<file path="src/rtl/svm_feat_tx.sv">
// Ping-pong frame buffer: collects N_FEAT features, then replays each frame as one unbroken burst followed by GAP idle cycles.
// The first burst beat is registered one cycle after the last feature lands. tready_feat drops only while both banks are full.
module svm_feat_tx #(
  parameter int N_FEAT = 39,
  parameter int DATA_W = 32,
  parameter int GAP    = 8
) (
  input  logic              clk,
  input  logic              reset,
  input  logic              tvalid_feat,
  input  logic              tfirst_feat,
  input  logic [DATA_W-1:0] feat,
  output logic              tready_feat,
  output logic              tvalid_scaled_feat,
  output logic [DATA_W-1:0] scaled_feat,
  output logic              frame_err,
  output logic [15:0]       frames_sent
);
  localparam int IDX_W = $clog2(N_FEAT);
  localparam int GAP_W = $clog2(GAP + 1);
  localparam logic [IDX_W-1:0] LAST_IDX = IDX_W'(N_FEAT - 1);
  localparam logic [GAP_W-1:0] LAST_GAP = GAP_W'(GAP - 1);

  typedef enum logic [1:0] {S_IDLE, S_SEND, S_GAP} state_t;
  state_t state_q, state_d;

  logic [DATA_W-1:0] mem_q [2][N_FEAT];
  logic [1:0]        full_q, full_d;
  logic              wr_bank_q, wr_bank_d;
  logic [IDX_W-1:0]  wr_idx_q, wr_idx_d;
  logic              rd_bank_q, rd_bank_d;
  logic [IDX_W-1:0]  rd_idx_q, rd_idx_d;
  logic [GAP_W-1:0]  gap_cnt_q, gap_cnt_d;
  logic              out_vld_q, out_vld_d;
  logic [DATA_W-1:0] out_dat_q, out_dat_d;
  logic              frame_err_q, frame_err_d;
  logic [15:0]       frames_sent_q, frames_sent_d;

  logic              wr_fire;
  logic              resync;
  logic [IDX_W-1:0]  wr_addr;

  assign tready_feat = !full_q[wr_bank_q];
  assign wr_fire     = tvalid_feat && tready_feat;
  // A frame start arriving mid-frame abandons the partial frame and restarts at slot 0.
  assign resync      = wr_fire && tfirst_feat && (wr_idx_q != '0);
  assign wr_addr     = resync ? '0 : wr_idx_q;

  assign tvalid_scaled_feat = out_vld_q;
  assign scaled_feat        = out_dat_q;
  assign frame_err          = frame_err_q;
  assign frames_sent        = frames_sent_q;

  always_ff @(posedge clk) begin
    if (reset) begin
      state_q       <= S_IDLE;
      full_q        <= '0;
      wr_bank_q     <= 1'b0;
      wr_idx_q      <= '0;
      rd_bank_q     <= 1'b0;
      rd_idx_q      <= '0;
      gap_cnt_q     <= '0;
      out_vld_q     <= 1'b0;
      out_dat_q     <= '0;
      frame_err_q   <= 1'b0;
      frames_sent_q <= '0;
    end else begin
      state_q       <= state_d;
      full_q        <= full_d;
      wr_bank_q     <= wr_bank_d;
      wr_idx_q      <= wr_idx_d;
      rd_bank_q     <= rd_bank_d;
      rd_idx_q      <= rd_idx_d;
      gap_cnt_q     <= gap_cnt_d;
      out_vld_q     <= out_vld_d;
      out_dat_q     <= out_dat_d;
      frame_err_q   <= frame_err_d;
      frames_sent_q <= frames_sent_d;
    end
  end

  always_ff @(posedge clk) begin
    if (wr_fire) mem_q[wr_bank_q][wr_addr] <= feat;
  end

  always_comb begin
    state_d = state_q;
    unique case (state_q)
      S_IDLE:  if (full_q[rd_bank_q]) state_d = S_SEND;
      S_SEND:  if (rd_idx_q == LAST_IDX) state_d = S_GAP;
      S_GAP:   if (gap_cnt_q == LAST_GAP) state_d = S_IDLE;
      default: state_d = S_IDLE;
    endcase
  end

  // Beat 0 is launched on the IDLE exit edge, so SEND registers beats 1..N_FEAT-1.
  always_comb begin
    full_d        = full_q;
    wr_bank_d     = wr_bank_q;
    wr_idx_d      = wr_idx_q;
    rd_bank_d     = rd_bank_q;
    rd_idx_d      = rd_idx_q;
    gap_cnt_d     = gap_cnt_q;
    out_vld_d     = 1'b0;
    out_dat_d     = '0;
    frame_err_d   = resync;
    frames_sent_d = frames_sent_q;

    unique case (state_q)
      S_IDLE: begin
        if (full_q[rd_bank_q]) begin
          out_vld_d = 1'b1;
          out_dat_d = mem_q[rd_bank_q][0];
          rd_idx_d  = IDX_W'(1);
        end
      end
      S_SEND: begin
        out_vld_d = 1'b1;
        out_dat_d = mem_q[rd_bank_q][rd_idx_q];
        if (rd_idx_q == LAST_IDX) begin
          full_d[rd_bank_q] = 1'b0;
          rd_bank_d         = !rd_bank_q;
          rd_idx_d          = '0;
          gap_cnt_d         = '0;
          frames_sent_d     = frames_sent_q + 16'd1;
        end else begin
          rd_idx_d = rd_idx_q + 1'b1;
        end
      end
      S_GAP:   gap_cnt_d = gap_cnt_q + 1'b1;
      default: ;
    endcase

    if (wr_fire) begin
      if (resync) begin
        wr_idx_d = IDX_W'(1);
      end else if (wr_idx_q == LAST_IDX) begin
        full_d[wr_bank_q] = 1'b1;
        wr_bank_d         = !wr_bank_q;
        wr_idx_d          = '0;
      end else begin
        wr_idx_d = wr_idx_q + 1'b1;
      end
    end
  end
endmodule

</file>
<file path="config.mk">
export PLATFORM = sky130hd
export DESIGN_NAME = svm_feat_tx
export DESIGN_NICKNAME = d
export VERILOG_FILES = /design/src/rtl/svm_feat_tx.sv
export SDC_FILE = /design/constraint.sdc
export NUM_CORES = 2
export LEC_CHECK = 0
export BUFFER_PORTS_ARGS = -buffer_cell sky130_fd_sc_hd__buf_2
export CORE_MARGIN = 5
export CORE_UTILIZATION = 49
export CTS_CLUSTER_SIZE = 30
export DETAILED_ROUTE_END_ITERATION = 7
export GPL_ROUTABILITY_DRIVEN = 1
export GPL_TIMING_DRIVEN = 0
export PLACE_DENSITY = 0.68
export SYNTH_ARGS = -nofsm -noshare
export SYNTH_HDL_FRONTEND = slang
export SYNTH_SLANG_ARGS = --single-unit
</file>
<file path="constraint.sdc">
create_clock -name clk -period 3.8 [get_ports clk]
set_input_delay 0.19 -clock clk [delete_from_list [all_inputs] [get_ports clk]]
set_output_delay 0.19 -clock clk [all_outputs]
set_load 0.005 [all_outputs]
</file>
* Yosys cells after proc, flatten, opt, wreduce, memory -nomap -nowiden
Memory sizes are Yosys's and may differ from the RTL's. A register that Yosys moved wholly into a read port is not among the register bits.
Index checks and enable logic that the tools add are counted.
** Storage, ports and cells
- Bits in writable memories :: 2496
- Memories :: 1
- Bits in read-only memories :: 0
- Output and inout port bits :: 51
- Flip-flop bits (word level) :: 72
- Bits in latches :: 0
** Memory list
- mem_q :: words 2, width 1248, read ports 1, clocked after memory_dff 1, wr ports 1, line 27 : logic [DATA_W-1:0] mem_q [2][N_FEAT];
** Operators by class
- Shift operators :: 0
- Multiply operators :: 0
- Bitwise gates (word level) :: 6
- Order comparisons :: 7
- Reductions and logical operators :: 18
- $add $sub $neg :: 4
- Equality and inequality tests :: 8
- Muxes and demuxes :: 38
- Div/mod/pow operators :: 0
** Operators by type and width (count)
- 1248-bit 2-to-1 mux :: 1
- 32-bit binary-select mux with 6-bit select :: 1
- 32-bit demux with 6-bit select :: 1
- 32-bit 2-to-1 mux :: 4
- 32-bit one-hot mux with 2 select lines :: 1
- 6-bit 2-to-1 mux :: 5
- 16-bit by 1-bit adder with 16-bit output, second input constant :: 1
- 2-bit 2-to-1 mux :: 8
- 7-bit >= comparator, second input constant :: 2
- 6-bit NOT with 7-bit output :: 2
- 6-bit by 1-bit adder with 6-bit output, second input constant :: 2
- 6-bit equality test, second input constant :: 2
- 6-bit one-hot mux with 2 select lines :: 1
- 1-bit 2-to-1 mux :: 10
- 4-bit one-hot mux with 2 select lines :: 1
- 7-bit by 1-bit < comparator with 1-bit output, second input constant :: 1
- 1-bit logical AND :: 6
- 2-bit != test, second input constant :: 3
- 2-bit one-hot mux with 3 select lines :: 1
- 2-bit AND reduction :: 3
- 3-bit AND reduction :: 2
- 6-bit nonzero test :: 1
- 4-bit by 1-bit adder with 4-bit output, second input constant :: 1
- 4-bit by 3-bit equality test with 1-bit output, second input constant :: 1
- other kinds (14) :: 20

* Longest topological paths before layout
- Depth in word-level cells :: 13
- Depth in mapped cells :: 13

* Worst setup path after synthesis
No wires, ideal clock.
- Path type :: flip-flop to flip-flop
- Start point :: reg wr_bank_q
- End point :: mem mem_q[1][256] (netlist name) (enable)
- Required time :: 3.379 ns
- Stages on the path, launching flop included :: 8
- Setup slack :: 0.261 ns
- Clock period less this slack :: 3.539 ns
- Library setup time :: 0.421 ns
- Arrival time :: 3.118 ns
- Cells stage by stage :: dfxtp_1 -> clkbuf_1 -> mux2i_1 -> and2_1 -> nand2_1 -> nor3b_1 -> nand3_1 -> nor2_1
** On the way
- Word-level cells in the longest chain between the ends :: 13
** Ends and longest elaborated chain
- start: declaration :: line 29 : logic wr_bank_q, wr_bank_d;
- start signal: assignment :: line 70 : wr_bank_q <= wr_bank_d;
- 1-bit 2-to-1 mux (not written as such) (*) (2 in a row) :: line 43 : assign tready_feat = !full_q[wr_bank_q];
- 1-bit zero test (*) :: line 43
- via tready_feat :: line 13 : output logic tready_feat,
- 1-bit logical AND (*) :: line 44 : assign wr_fire = tvalid_feat && tready_feat;
- 1-bit logical AND (2 in a row) :: line 46 : assign resync = wr_fire && tfirst_feat && (wr_idx_q != '0);
- 6-bit 2-to-1 mux :: line 47 : assign wr_addr = resync ? '0 : wr_idx_q;
- 6-bit NOT with 7-bit output (not written as such) :: line 83 : if (wr_fire) mem_q[wr_bank_q][wr_addr] <= feat;
- 7-bit >= comparator (not written as such) / 7-bit by 1-bit < comparator with 1-bit output (equally long branches) :: line 83
- 1-bit logical AND (not written as such) :: line 83
- 32-bit 2-to-1 mux (not written as such) :: line 83
- 32-bit demux with 6-bit select :: line 83
- 1248-bit 2-to-1 mux (not written as such) (*) :: line 83
- end: declaration :: line 27
The timed path passes the listed nets; every way through them passes the cells marked *. The select of a mux whose other input is x is not followed.

==> results_dict.tcl <==
set metrics [dict create \
    regToRegEndpoint "scaled_feat[17]$_SDFF_PP0_" \
    routed_wl_um 308000 \
    worst-path-buf-inv 4 \
    p_per_area_mw_per_mm2 501 \
    fin_skew_ps 63.4 \
    synth_flop_cell "edfxtp_1" \
    timing.final.ws_setup_ps -169 \
    cp_cell_sequence "buf_6 -> buf_6 -> buf_6 -> buf_6 -> mux2i_1 -> a21oi_1 -> mux4_2 -> a211oi_1 -> o221ai_4" \
    path_max_fanout 10 \
    cp_slowest_cell "a211oi_1" \
    ant_nets 0 \
    syn-num-nets 4455 \
    core_area_mm2 0.200 \
    die_x_um 458 \
    crit_top_cell "buf_6" \
    ioPinCount 87 \
    ff2ff_setup_slack_ps -170 \
    synth_area_mm2 0.0983 \
    synth_edf_count 2496 \
    cp-end-kind "flip-flop" \
    overflow 0 \
    synth.avg_cell_area_um2 22.3 \
    die_area_mm2 0.210 \
    worst_pin_slew_ps 1470 \
    clock_sinks 2569 \
    max_freq_mhz 252 \
    grt.busiest_layer "met2" \
    reg2regPathDepth 9 \
    slew_viol_final 0 \
    grt_pass1_wl_um 420000 \
    status "finished, violations left" \
    grt_max_degree 79 \
    p_seq_share_pct 53.8 \
    clkPwrFrac_pct 44.8 \
    drtIter0Drc 9088 \
    arrival_ps 4670 \
    holdPathEnd "frames_sent[15]$_SDFFE_PP0P_" \
    drt_first_pass_iters 7 \
    yosys.cell_types.count 54 \
    cts_root_buffer "clkbuf_16" \
    rows 164 \
    fin_area_mm2 0.116 \
    use_met2_pct 44.3 \
    dp_worst_setup_slack_ps -1740 \
    dp_hpwl_um 198000 \
    hold_depth 3 \
    hp-class "in -> reg" \
    p_int_w 0.0464 \
    clk_path_buf_depth 4 \
    cp-start-kind "flip-flop" \
    cts-buffers-inserted 280 \
    finalHoldViolCount 0 \
    setup_viol 125 \
    htree_levels 5 \
    placed_area_mm2 0.105 \
    remaining_drc_errors 0 \
    nets 5062 \
    vias 52900 \
    clkTransAtPathRegs_ps 60 \
    cap_violations 0 \
    clk_latency_ps 920 \
    slowest_delay_ps 880 \
    use_met1_pct 37.3 \
    grtUsageTotal_pct 29.1 \
    slew_headroom_pct 2.16 \
    period_share_pct 104 \
    min_period_ps 3970 \
    yosys_warnings 0 \
    fp.dieH_um 458 \
    ys_async_sr_fraction_pct 0 \
    ir_drop_mv 0.435 \
    rsz0062_at_grt "true" \
    path_class "reg -> reg" \
    ys_ff_latch 2569 \
    cp_data_required_time_ps 4500 \
    antenna_found_initial 27 \
    viasPerCell 6.72 \
    min_from "reset" \
    failed_checks "setup timing" \
    syn_inst 4412 \
    p_sw_w 0.0115 \
    wl_per_cell_um 39.1 \
    yosysSeqAreaShare_pct 77.7 \
    power_frac_comb_pct 1.5 \
    cts_tree "built" \
    portBuffers 85 \
    grt_pass1_vias 51500 \
    start_util_pct 49.2 \
    area_delta_synth_final_pct 17.7 \
    drive_gt1_share_pct 31.8 \
    grtUsageMet3_pct 8.81 \
    p_sw_share_pct 19.9 \
    crit_family "compound AO/OA/AOI/OAI gates" \
    setup_tns_ps -4240 \
    place_congestion 0.948 \
    power_leakage_nw 35.8 \
]
[flip-flops by register name, indices dropped and copies added, names as in the netlist, named ones only]
signal,cells
mem_q,2496
scaled_feat,32
frames_sent,16
rd_idx_q,6
wr_idx_q,6
gap_cnt_q,4
full_q,2
state_q,2
frame_err,1
rd_bank_q,1
tvalid_scaled_feat,1
wr_bank_q,1
[cells by family after synthesis]
logic type,count (synthesis),share of synthesized area [%]
simple gates,448,2.04
compound gates,312,2.05
xor+xnor,17,0.151
mux,814,16.6
buf+inv,245,1.30
flops,2569,77.7
fa+ha+maj,7,0.0891
[layout by cell type, fill, tap and decap left out, types with 11 or more instances in the layout]
| cell | n |
|---|---|
| buf_6 | 38 |
| o211ai_1 | 21 |
| clkbuf_16 | 287 |
| mux4_2 | 656 |
| buf_2 | 92 |
| nand3_1 | 37 |
| clkbuf_4 | 21 |
| and3_1 | 11 |
| a211oi_1 | 23 |
| a21oi_2 | 11 |
| nor2b_1 | 30 |
| clkbuf_1 | 89 |
| buf_12 | 135 |
| dlygate4sd3_1 | 34 |
| o21ai_0 | 41 |
| dfxtp_1 | 73 |
| clkbuf_2 | 48 |
| nor2_1 | 72 |
| buf_4 | 125 |
| clkinv_1 | 64 |
| clkinv_2 | 38 |
| mux2i_1 | 134 |
| bufinv_16 | 18 |
| a21oi_1 | 73 |
| a22oi_1 | 34 |
| o22ai_1 | 40 |
| nand2_1 | 143 |
| edfxtp_1 | 2496 |
| nor2_4 | 81 |
| mux2i_2 | 15 |
[power by group through the flow]
stage	Sequential [W]	Combinational [W]	Clock, W
3_3_place_gp	0.0318	0.000664	0
2_1_floorplan	0.0317	0.000141	0
3_5_place_dp	0.0318	0.000757	0
6_report	0.0311	0.000846	0.0259
4_1_cts	0.0312	0.000770	0.0260
5_1_grt	0.0311	0.000865	0.0273
[worst max path at each step]
stage | cells after the start | startpoint | slack [ps] | end
floorplan | 7 | wr_bank_q$_SDFFE_PP0P_ | 260 | mem_q[1][256]$_DFFE_PP_
CTS | 10 | flip-flop | -180 | scaled_feat[7]$_SDFF_PP0_
global route | 9 | flip-flop | -210 | scaled_feat[17]$_SDFF_PP0_
finish | 9 | flip-flop | -170 | scaled_feat[17]$_SDFF_PP0_
global placement | 7 | wr_bank_q$_SDFFE_PP0P_ | -3140 | mem_q[1][416]$_DFFE_PP_
detailed placement | 9 | rd_idx_q[1]$_SDFFE_PP0P_ | -1740 | scaled_feat[7]$_SDFF_PP0_
[Yosys cell counts, types with 11 or more instances]
cell / number / area, µm²
clkbuf_1: 95 / 357
dfxtp_1: 73 / 1460
o21ai_0: 45 / 225
edfxtp_1: 2496 / 75000
nor2b_1: 30 / 188
nand2_1: 144 / 541
mux4_2: 656 / 14800
nor2_1: 154 / 578
buf_1: 34 / 128
o221ai_1: 12 / 105
mux2i_1: 150 / 1500
a21oi_1: 86 / 430
buf_2: 53 / 265
nand3_1: 46 / 230
o22ai_1: 41 / 257
buf_6: 26 / 293
and3_1: 11 / 68.8
a311oi_1: 11 / 96.3
a211oi_1: 23 / 173
a22oi_1: 36 / 270
nor3_1: 13 / 65.1
o211ai_1: 21 / 158
buf_4: 27 / 203
[layer usage]
layer  part of all wire (%)  routed length [µm]  up-vias
met5                  0.083                 256        -
met4                    7.5               23100       16
met3                     14               42200     1052
met2                     46              141000     4508
met1                     33              101000    27500
li1                       -                   -    19900
[tightest hold or removal path, stage by stage]
cell and delay, ps:
clkbuf_1 330, clkbuf_1 390, nor2_1 170
[metrics by stage]
| stage | hold WS, ps | utilization, % | power, W | std cells |
|---|---|---|---|---|
| 2_1_floorplan | 289 | - | 0.0319 | 4412 |
| 3_5_place_dp | 486 | 52.4 | 0.0325 | 7252 |
| 3_3_place_gp | 480 | 51.1 | 0.0324 | 7153 |
| 5_1_grt | 211 | 57.9 | 0.0593 | 7874 |
| 4_1_cts | 140 | 57.5 | 0.0579 | 7815 |
| 6_report | 206 | 57.9 | 0.0579 | 7878 |
[cell type report]
type	count	area, µm²
fill	13900	84000
sequential	2569	76400
timing repair buffer	323	4210
inverter	10	40.0
multi-input combinational	1602	21600
tap	2656	3320
clock buffer	345	7480
clock inverter	135	1090
antenna	5	12.5
buffer	233	1550
[repair_timing]
action | 4_1_cts | 5_1_grt
hold endpoints to repair | 142 | 1350
hold buffers | 5 | 29
gates cloned | 1 | 3
setup buffers | 77 | 28
pin swaps | 41 | 15
resized for setup | 169 | 96
endpoints found under the setup margin | 1506 | 905
(Power assumes the default switching activity.)
